$ cat config.mk
export PLATFORM = sky130hd
export DESIGN_NAME = fpa_norm_round
export DESIGN_NICKNAME = d
export VERILOG_FILES = /design/src/rtl/fpa_norm_round.sv
export SDC_FILE = /design/constraint.sdc
export NUM_CORES = 1
export LEC_CHECK = 0
export BUFFER_PORTS_ARGS = -buffer_cell sky130_fd_sc_hd__buf_4
export CAP_MARGIN = 20
export CORE_AREA = 2 2 100 102
export CTS_BUF_LIST = sky130_fd_sc_hd__clkbuf_2
export CTS_CLUSTER_DIAMETER = 30
export DETAILED_ROUTE_END_ITERATION = 10
export DIE_AREA = 0 0 102 104
export PLACE_DENSITY_LB_ADDON = 0.08
export RECOVER_POWER = 25
export SLEW_MARGIN = 40
export SYNTH_ARGS = -nofsm -noshare
export SYNTH_HDL_FRONTEND = slang
export SYNTH_SLANG_ARGS = --single-unit
$ cat constraint.sdc
create_clock -name clk -period 4.5 [get_ports clk]
set_input_delay 0.45 -clock clk [delete_from_list [all_inputs] [get_ports clk]]
set_output_delay 0.45 -clock clk [all_outputs]
set_load 0.01 [all_outputs]
$ cat src/rtl/fpa_norm_round.sv
// Normalize-and-round stage behind the fpa adder: shifts the raw mantissa left one bit per
// cycle, rounds to nearest-even and packs an IEEE-754 single with a valid/ready handshake.
module fpa_norm_round (
  input  logic        clk,
  input  logic        rst,
  input  logic        in_valid,
  output logic        in_ready,
  input  logic        in_sign,
  input  logic [7:0]  in_exp,
  input  logic [27:0] in_mantis,
  output logic        out_valid,
  input  logic        out_ready,
  output logic [31:0] result,
  output logic        overflow,
  output logic        underflow,
  output logic        inexact
);

  localparam int unsigned EXP_W  = 8;
  localparam int unsigned MAN_W  = 28;
  localparam int unsigned FRAC_W = 23;

  typedef enum logic [1:0] {IDLE, NORM, ROUND, DONE} state_t;

  state_t             state;
  logic               sign_q;
  logic [EXP_W-1:0]   exp_q;
  logic [MAN_W-1:0]   mant_q;

  logic               rnd_up;
  logic               rnd_carry;
  logic [FRAC_W-1:0]  rnd_frac;
  logic [EXP_W:0]     rnd_exp;
  logic               rnd_inexact;

  assign in_ready = (state == IDLE);

  // Nearest-even rounding on the 23 fraction bits; a carry out of the fraction means the
  // 24-bit significand wrapped to 1.0 and the exponent steps up.
  always_comb begin
    rnd_up      = 1'b0;
    rnd_carry   = 1'b0;
    rnd_frac    = '0;
    rnd_exp     = '0;
    rnd_inexact = 1'b0;
    rnd_up      = mant_q[3] & (mant_q[4] | (|mant_q[2:0]));
    rnd_inexact = |mant_q[3:0];
    {rnd_carry, rnd_frac} = (FRAC_W+1)'({1'b0, mant_q[26:4]}) + (FRAC_W+1)'(rnd_up);
    rnd_exp     = (EXP_W+1)'(exp_q) + (EXP_W+1)'(rnd_carry);
  end

  always_ff @(posedge clk or posedge rst) begin
    if (rst) begin
      state     <= IDLE;
      sign_q    <= 1'b0;
      exp_q     <= '0;
      mant_q    <= '0;
      out_valid <= 1'b0;
      result    <= '0;
      overflow  <= 1'b0;
      underflow <= 1'b0;
      inexact   <= 1'b0;
    end else begin
      case (state)
        IDLE: begin
          if (in_valid) begin
            sign_q <= in_sign;
            exp_q  <= in_exp;
            mant_q <= in_mantis;
            state  <= NORM;
          end
        end
        NORM: begin
          if (exp_q == 8'd255) begin
            result    <= {sign_q, 8'hFF, 23'd0};
            overflow  <= 1'b1;
            underflow <= 1'b0;
            inexact   <= 1'b0;
            out_valid <= 1'b1;
            state     <= DONE;
          end else if (mant_q == '0 || exp_q == '0) begin
            result    <= {sign_q, 31'd0};
            overflow  <= 1'b0;
            underflow <= |mant_q;
            inexact   <= |mant_q;
            out_valid <= 1'b1;
            state     <= DONE;
          end else if (mant_q[27]) begin
            state <= ROUND;
          end else if (exp_q == 8'd1) begin
            // No denormal output: anything that would need one is flushed.
            result    <= {sign_q, 31'd0};
            overflow  <= 1'b0;
            underflow <= 1'b1;
            inexact   <= 1'b1;
            out_valid <= 1'b1;
            state     <= DONE;
          end else begin
            mant_q <= mant_q << 1;
            exp_q  <= exp_q - 8'd1;
          end
        end
        ROUND: begin
          if (rnd_exp == 9'd255) begin
            result   <= {sign_q, 8'hFF, 23'd0};
            overflow <= 1'b1;
            inexact  <= 1'b1;
          end else begin
            result   <= {sign_q, rnd_exp[7:0], rnd_frac};
            overflow <= 1'b0;
            inexact  <= rnd_inexact;
          end
          underflow <= 1'b0;
          out_valid <= 1'b1;
          state     <= DONE;
        end
        DONE: begin
          if (out_ready) begin
            out_valid <= 1'b0;
            state     <= IDLE;
          end
        end
        default: state <= IDLE;
      endcase
    end
  end

endmodule

==> impl_results.md, run 1 <==
* Die height at 104 um
* Initial antenna violation count at 0
* Top FF cell, synth: dfrtp_1
* Setup bufs post-CTS at 0
* Hold Slack at 0.122 ns
* Overflow after GRT at 0
* Area contributors post-synth: dfrtp_1, o2bb2ai_1, a22oi_1
* Max-slew violations at 76
* Reg2reg end: result[22]
* CTS tree: built
* Non-filler cells in the finished layout at around 630
* Number of diodes at 0
* R2R cell count at 11
* Worst Path Max Fanout at 17
* Row cnt at 36
* Yosys Warn Count at 0
* Global-route wire length before repair at between 15 and 20 mm
* Max_slew headroom at -127%
* Max Cap Viol at 1
* Register-to-register setup slack at 1.12 ns
* 1st-pass router iterations at 5
* Max VDD drop at about 390 uV
* Via count at ~3500
* EDFF count, synth at 0
* Nets at around 550
* Synthesis-stage register bit count at between 70 and 80
* Port bufs at 77
* Hold Crit Start: in_sign
* Hold WC Path Type: in -> reg
* Largest area contributor in the netlist: dfrtp_1
* Clock-pin transition on the worst setup and hold timing paths at roughly 0.2 ns
* Placed Area at approximately 4800 um^2
* Post-cts sizing count at 0
* Synthesized cell area at roughly 4200 um^2
* Die area at approximately 11000 um^2
* End of the worst hold path: sign_q
* Min cycle time layout at around 3.4 ns
* GRT Util Overall at 20.4%
* Worst r2r src: mant_q[20]
* Clock latency on the worst-skew pair at roughly 0.54 ns
* Async set-reset flop share out of synthesis at 100%
* Slowest CP cell: nand2b_1
* Core Box Area at about 9500 um^2
* DP HPWL at roughly 7.3 mm
* Hold depth at 2
* Synthesis-to-layout area growth at 17.9%
* Commonest non-fill, non-tap cells in the layout: buf_4, dfrtp_1, nand2_1
* Layout cells sized above 1 at a little over a fifth
* CP endpoint kind: flip-flop
* LEAKAGE at ~2.2 nW
* IO Pins at 78
* Placer Congestion at slightly above 0.8
* CP dominant cell by count: and3_1
* Clock sink total at 75
* Die W at 102 um
* Crit-path cells: and3_1 > and3_1 > and3_1 > and4_1 > ha_1 > a21bo_2 > a211o_1 > a21oi_1 > nand2b_1 > or2_4 > o21ai_1
* # hold bufs at CTS at 0
* Final ANT Viol Nets at 0
* Pwr dens at 667 nW/um^2
* Mapped Nets at a little under 500
* Skew final at between 0.02 and 0.03 ns
* Failing checks: capacitance limit, slew limit
* Critical path type: reg -> reg
* Sequential share of the synthesized area at a little under half
* Worst Path Required at 4.95 ns
* Root buffer selected by CTS: clkbuf_2
* Placed Cells at approximately 610
* Vias in the first global route at 3319
* Startpoint types: flip-flop
* Status: complete, but fails checks
* Clk buf depth at 2
* Mean Syn Cell Area at about 9.6 um^2
* Largest net degree at the start of global routing at between 70 and 80
* Setup TNS at 0 ns
* Library cells used by synthesis at 51
* Worst-margin pin slew at roughly 3.4 ns
* Total power at 3.28 mW
* Drt drc at 0
* Initial Util at 43.7%
* CTS H-Tree Depth at 3
* CTS Buf Count at 9
* Routed WL per cell at around 17 um
* Final Setup Violations at 0
* Commonest non-fill, non-tap cell in the layout: buf_4
* Post-synth top area share at 45.0%
* Largest stage delay, worst path at 0.67 ns
* Worst EP arrival at 3.83 ns
* Unrepaired setup endpoints after global routing: false
* Cells after synthesis at about 430
* Fmax at slightly below 0.3 GHz
* DRT Wirelength at between 10 and 15 mm
* Period utilisation layout at around three quarters
* Final hold viol count at 0
* Drt via density at 5.55
* Initial drt markers at roughly 170
* Post-route cell area at approximately 5000 um^2
[cells in the mapped netlist (2+ instances only)]
cell	number
clkbuf_1	17
buf_2	11
nand4_1	5
a211o_1	2
nand2b_1	4
a31oi_1	2
xor2_1	17
o22ai_1	6
clkbuf_2	2
and4_1	3
nand3_1	19
mux2i_1	3
ha_1	12
o31ai_1	18
a22oi_1	27
dfrtp_1	75
a21oi_1	12
nand2_1	52
a32oi_1	2
nor2_1	16
o2bb2ai_1	29
nor3_1	9
nor4_1	6
mux2_2	2
a211oi_1	5
and3_1	6
xnor2_1	10
buf_1	3
buf_4	3
a21o_1	7
and2_1	2
inv_1	13
o21ai_1	8
o21ai_0	8
nor3_2	2
[report_power, final]
| group | switching (mW) | internal [mW] | total [mW] |
|---|---|---|---|
| combinational | 0.915 | 0.705 | 1.62 |
| clock | 0.229 | 0.125 | 0.354 |
| sequential | 0.360 | 0.948 | 1.31 |
| total | 1.50 | 1.78 | 3.28 |
[registers in the layout, indices dropped and copies added (netlist names)]
signal	cells
exp_q	8
state	2
mant_q	28
out_valid	1
underflow	1
overflow	1
sign_q	1
result	32
inexact	1
[worst max-delay path by stage]
stage / to / slack [ns] / cells after the start / start
2_1_floorplan: result[10] / 1.69 / 12 / mant_q[20]
3_3_place_gp: result[17] / 1.23 / 11 / mant_q[18]
3_5_place_dp: result[17] / 1.16 / 11 / mant_q[19]
4_1_cts: result[17] / 1.13 / 11 / mant_q[20]
5_1_grt: exp_q[4] / 0.54 / 3 / rst
6_report: result[22] / 1.12 / 11 / mant_q[20]
[stage by stage]
stage	utilization (%)	setup slack [ns]
3_5_place_dp	50.4	1.16
5_1_grt	51.5	0.540
6_report	51.5	1.12
4_1_cts	51.4	1.13
2_1_floorplan	-	1.69
3_3_place_gp	50.3	1.23
[per-layer routing]
metal	part of all wire [%]	global-route usage [%]	routed length [um]
met1	44	27.5	4660
met3	4.1	3.76	431
met2	51	33.1	5310
met5	0	0	0
met4	0.76	6.00	80
[area by class of cell]
class                   count  area [um^2]
clock buffers              11         55.1
clock inverters             3         41.3
fillers                   934         4630
inverters                  13         48.8
multi-input cells         310         2090
flip-flops and latches     75         1880
well taps                 133          166
repair buffers             84          639
[worst max-delay path: cells and delay by family (launching register included)]
family          cells  cell delay, ns
compound gates      4            0.76
fa+ha+maj           1            0.22
flops               1            0.47
simple gates        6            1.85
[kinds of logic after synthesis]
family	Yosys count	synth area share, %
mux	6	1.53
xor+xnor	27	5.67
fa+ha+maj	12	3.60
buf+inv	49	5.07
compound gates	133	23.3
simple gates	132	15.8
flops	75	45.0
Note: power is estimated with default switching activity, not from simulation.
==> run 2, diff against run 1 <==
==> constraint.sdc (replaced) <==
create_clock -name clk -period 2.8 [get_ports clk]
set_input_delay 0.28 -clock clk [delete_from_list [all_inputs] [get_ports clk]]
set_output_delay 0.28 -clock clk [all_outputs]
set_load 0.01 [all_outputs]
==> run 2 against run 1 <==
Against the previous run:
- clock skew rose by 0.015 ns
- core utilization rose by 3.5 points
- the flow still finishes with violations (capacitance limit, slew limit)
- clock power rose by 97%
- final cell count rose by 5.1%
==> impl_results.md, run 2 (synthesis gave the netlist of run 1 again) <==
* Row cnt at 36 (unchanged)
* Core Box Area at 9550 um^2 (unchanged)
* Total power at 5.77 mW (+76%)
* Pwr dens at 1100 nW/um^2 (+65%)
* Largest stage delay, worst path at 0.44 ns (-0.23 ns)
* Largest net degree at the start of global routing at 76 (unchanged)
* Setup TNS at 0 ns (unchanged)
* Drt drc at 0 (unchanged)
* Die area at 10600 um^2 (unchanged)
* Critical path type: reg -> reg
* DP HPWL at 7.85 mm (+7.8%)
* Root buffer selected by CTS: clkbuf_2
* CP endpoint kind: flip-flop
* CTS Buf Count at 9 (unchanged)
* Die W at 102 um (unchanged)
* Buffer and inverter count on the worst path at 1 (+1)
* Biggest regs: result x32, mant_q x28, exp_q x8
* Placer Congestion at 0.833 (+0.65%)
* Startpoint types: flip-flop
* M1 WL at 4.99 mm (+7.0%)
* Global-route wire length before repair at 18.2 mm (+6.9%)
* Routed WL per cell at 16.7 um (+0.26%)
* WL met2 at 5.56 mm (+4.8%)
* Worst EP arrival at 3.14 ns (-0.69 ns)
* Min cycle time layout at 2.67 ns (-0.710 ns)
* Hold WC Path Type: in -> reg
* Reg with most FFs: result
* Crit-path cells: and3_1 > and3_1 > and3_1 > and4_1 > ha_2 > a21bo_2 > a211o_1 > a21oi_2 > buf_4 > o21ai_0 > a21oi_1 > a21o_1
* Fmax at 0.375 GHz (+27%)
* Failing checks: capacitance limit, slew limit
* Via count at 3657 (+4.8%)
* Nets at 576 (+5.5%)
* Setup bufs post-CTS at 0 (unchanged)
* Worst Path Required at 3.27 ns (-1.68 ns)
* Vias in the first global route at 3603 (+8.6%)
* LEAKAGE at 2.33 nW (+7.8%)
* 1st-pass router iterations at 5 (unchanged)
* Max VDD drop at 529 uV (+36%)
* Initial antenna violation count at 0 (unchanged)
* GRT Util Overall at 21.6% (+1.2 points)
* Status: complete, but fails checks
* Max-slew violations at 76 (unchanged)
* Delay-heaviest family, CP: compound AO/OA/AOI/OAI gates
* Clk buf depth at 2 (unchanged)
* Commonest non-fill, non-tap cell in the layout: buf_4
* Final hold viol count at 0 (unchanged)
* Max Cap Viol at 1 (unchanged)
* CP dominant cell by count: and3_1
* Clock sink total at 75 (unchanged)
* Drt via density at 5.53 (-0.32%)
* Post-route cell area at 5250 um^2 (+6.8%)
* Worst-margin pin slew at 1.85 ns (-1.55 ns)
* Max FFs per register at 32 (unchanged)
* Overflow after GRT at 0 (unchanged)
* Number of diodes at 0 (unchanged)
* Clock latency on the worst-skew pair at 0.53 ns (about the same)
* DRT Wirelength at 11.0 mm (+5.4%)
* Final ANT Viol Nets at 0 (unchanged)
* Clock-pin transition on the worst setup and hold timing paths at 0.25 ns (+0.05 ns)
* Layout cells sized above 1 at 26.1% (+4.2 points)
* Filler cells at 901 (-3.5%)
* Die height at 104 um (unchanged)
* DR top layer: met4
* Skew final at 0.0409 ns (+0.0154 ns)
* Final Setup Violations at 0 (unchanged)
* Placed Area at 5050 um^2 (+5.1%)
* IO Pins at 78 (unchanged)
* CTS H-Tree Depth at 3 (unchanged)
* Commonest non-fill, non-tap cells in the layout: buf_4, dfrtp_1, nand2_1
* CTS tree: built
* Worst Path Max Fanout at 3 (-14)
* Routed wl met3 at 366 um (-15%)
* Initial Util at 43.7% (unchanged)
* Max_slew headroom at -23.3% (+100 points)
* Period utilisation layout at 95.2% (+20 points)
* Synthesis-to-layout area growth at 26.0%
* Initial drt markers at 150 (-13%)
* Unrepaired setup endpoints after global routing: false
* Port bufs at 77 (unchanged)
* Slowest CP cell: dfrtp_1
[run 2: changes by cell type in the layout (fill, tap and decap cells not counted), moves of 2 or more]
cell,before,now
dlygate4sd3_1,0,6
buf_4,81,102
ha_1,12,10
buf_12,0,4
ha_2,0,2
[run 2: worst paths after layout]
check | endpoint | slack [ns] | startpoint | cells after the start
max | inexact | 0.13 | mant_q[19] | 12
min | mant_q[19] | 0.03 | in_mantis[19] | 3
max reg2reg | inexact | 0.13 | mant_q[19] | 12
min reg2reg | result[12] | 0.51 | result[12] | 2
max in group asynchronous | mant_q[24] | 0.75 | rst | 4
min in group asynchronous | result[5] | 0.95 | rst | 4
[run 2: tightest hold or removal path, stage by stage]
cell and delay [ns]:
buf_4 0.08, a22oi_1 0.07, o2bb2ai_1 0.13
[run 2: area by class of cell]
cell class / count / area (um^2) / area share, %
sequential: 75 / 1880 / 35.7
clock buffer: 9 / 45.0 / 0.858
inverter: 13 / 48.8 / 0.929
timing repair buffer: 114 / 918 / 17.5
tap: 133 / 166 / 3.17
multi-input combinational: 310 / 2110 / 40.1
clock inverter: 7 / 91.3 / 1.74
[run 2: metrics by stage]
step | worst slack [ns] | util, % | hold WS [ns] | std cells
6_report | 0.133 | 55.0 | 0.0344 | 661
5_1_grt | 0.00994 | 55.0 | 0.0250 | 661
4_1_cts | 0.0636 | 55.0 | 0.000820 | 661
3_5_place_dp | 0.120 | 52.9 | 0.411 | 639
3_3_place_gp | 0.198 | 52.9 | 0.410 | 639
2_1_floorplan | 0.115 | - | 0.427 | 434
[run 2: routing by layer]
layer  vias up  track usage, %
met5         -               0
met4         0            7.24
met3        14            2.82
met2        98            35.9
met1      1771            28.8
li1       1774               -
[run 2: power breakdown]
part | internal (mW) | switching [mW]
clock | 0.292 | 0.406
combinational | 1.40 | 1.73
sequential | 1.52 | 0.420
[run 2: timing repair]
action	4_1_cts	5_1_grt
hold buffers	6	0
endpoints found under the hold margin	80	0
endpoints found under the setup margin	0	24
resized for setup	0	4
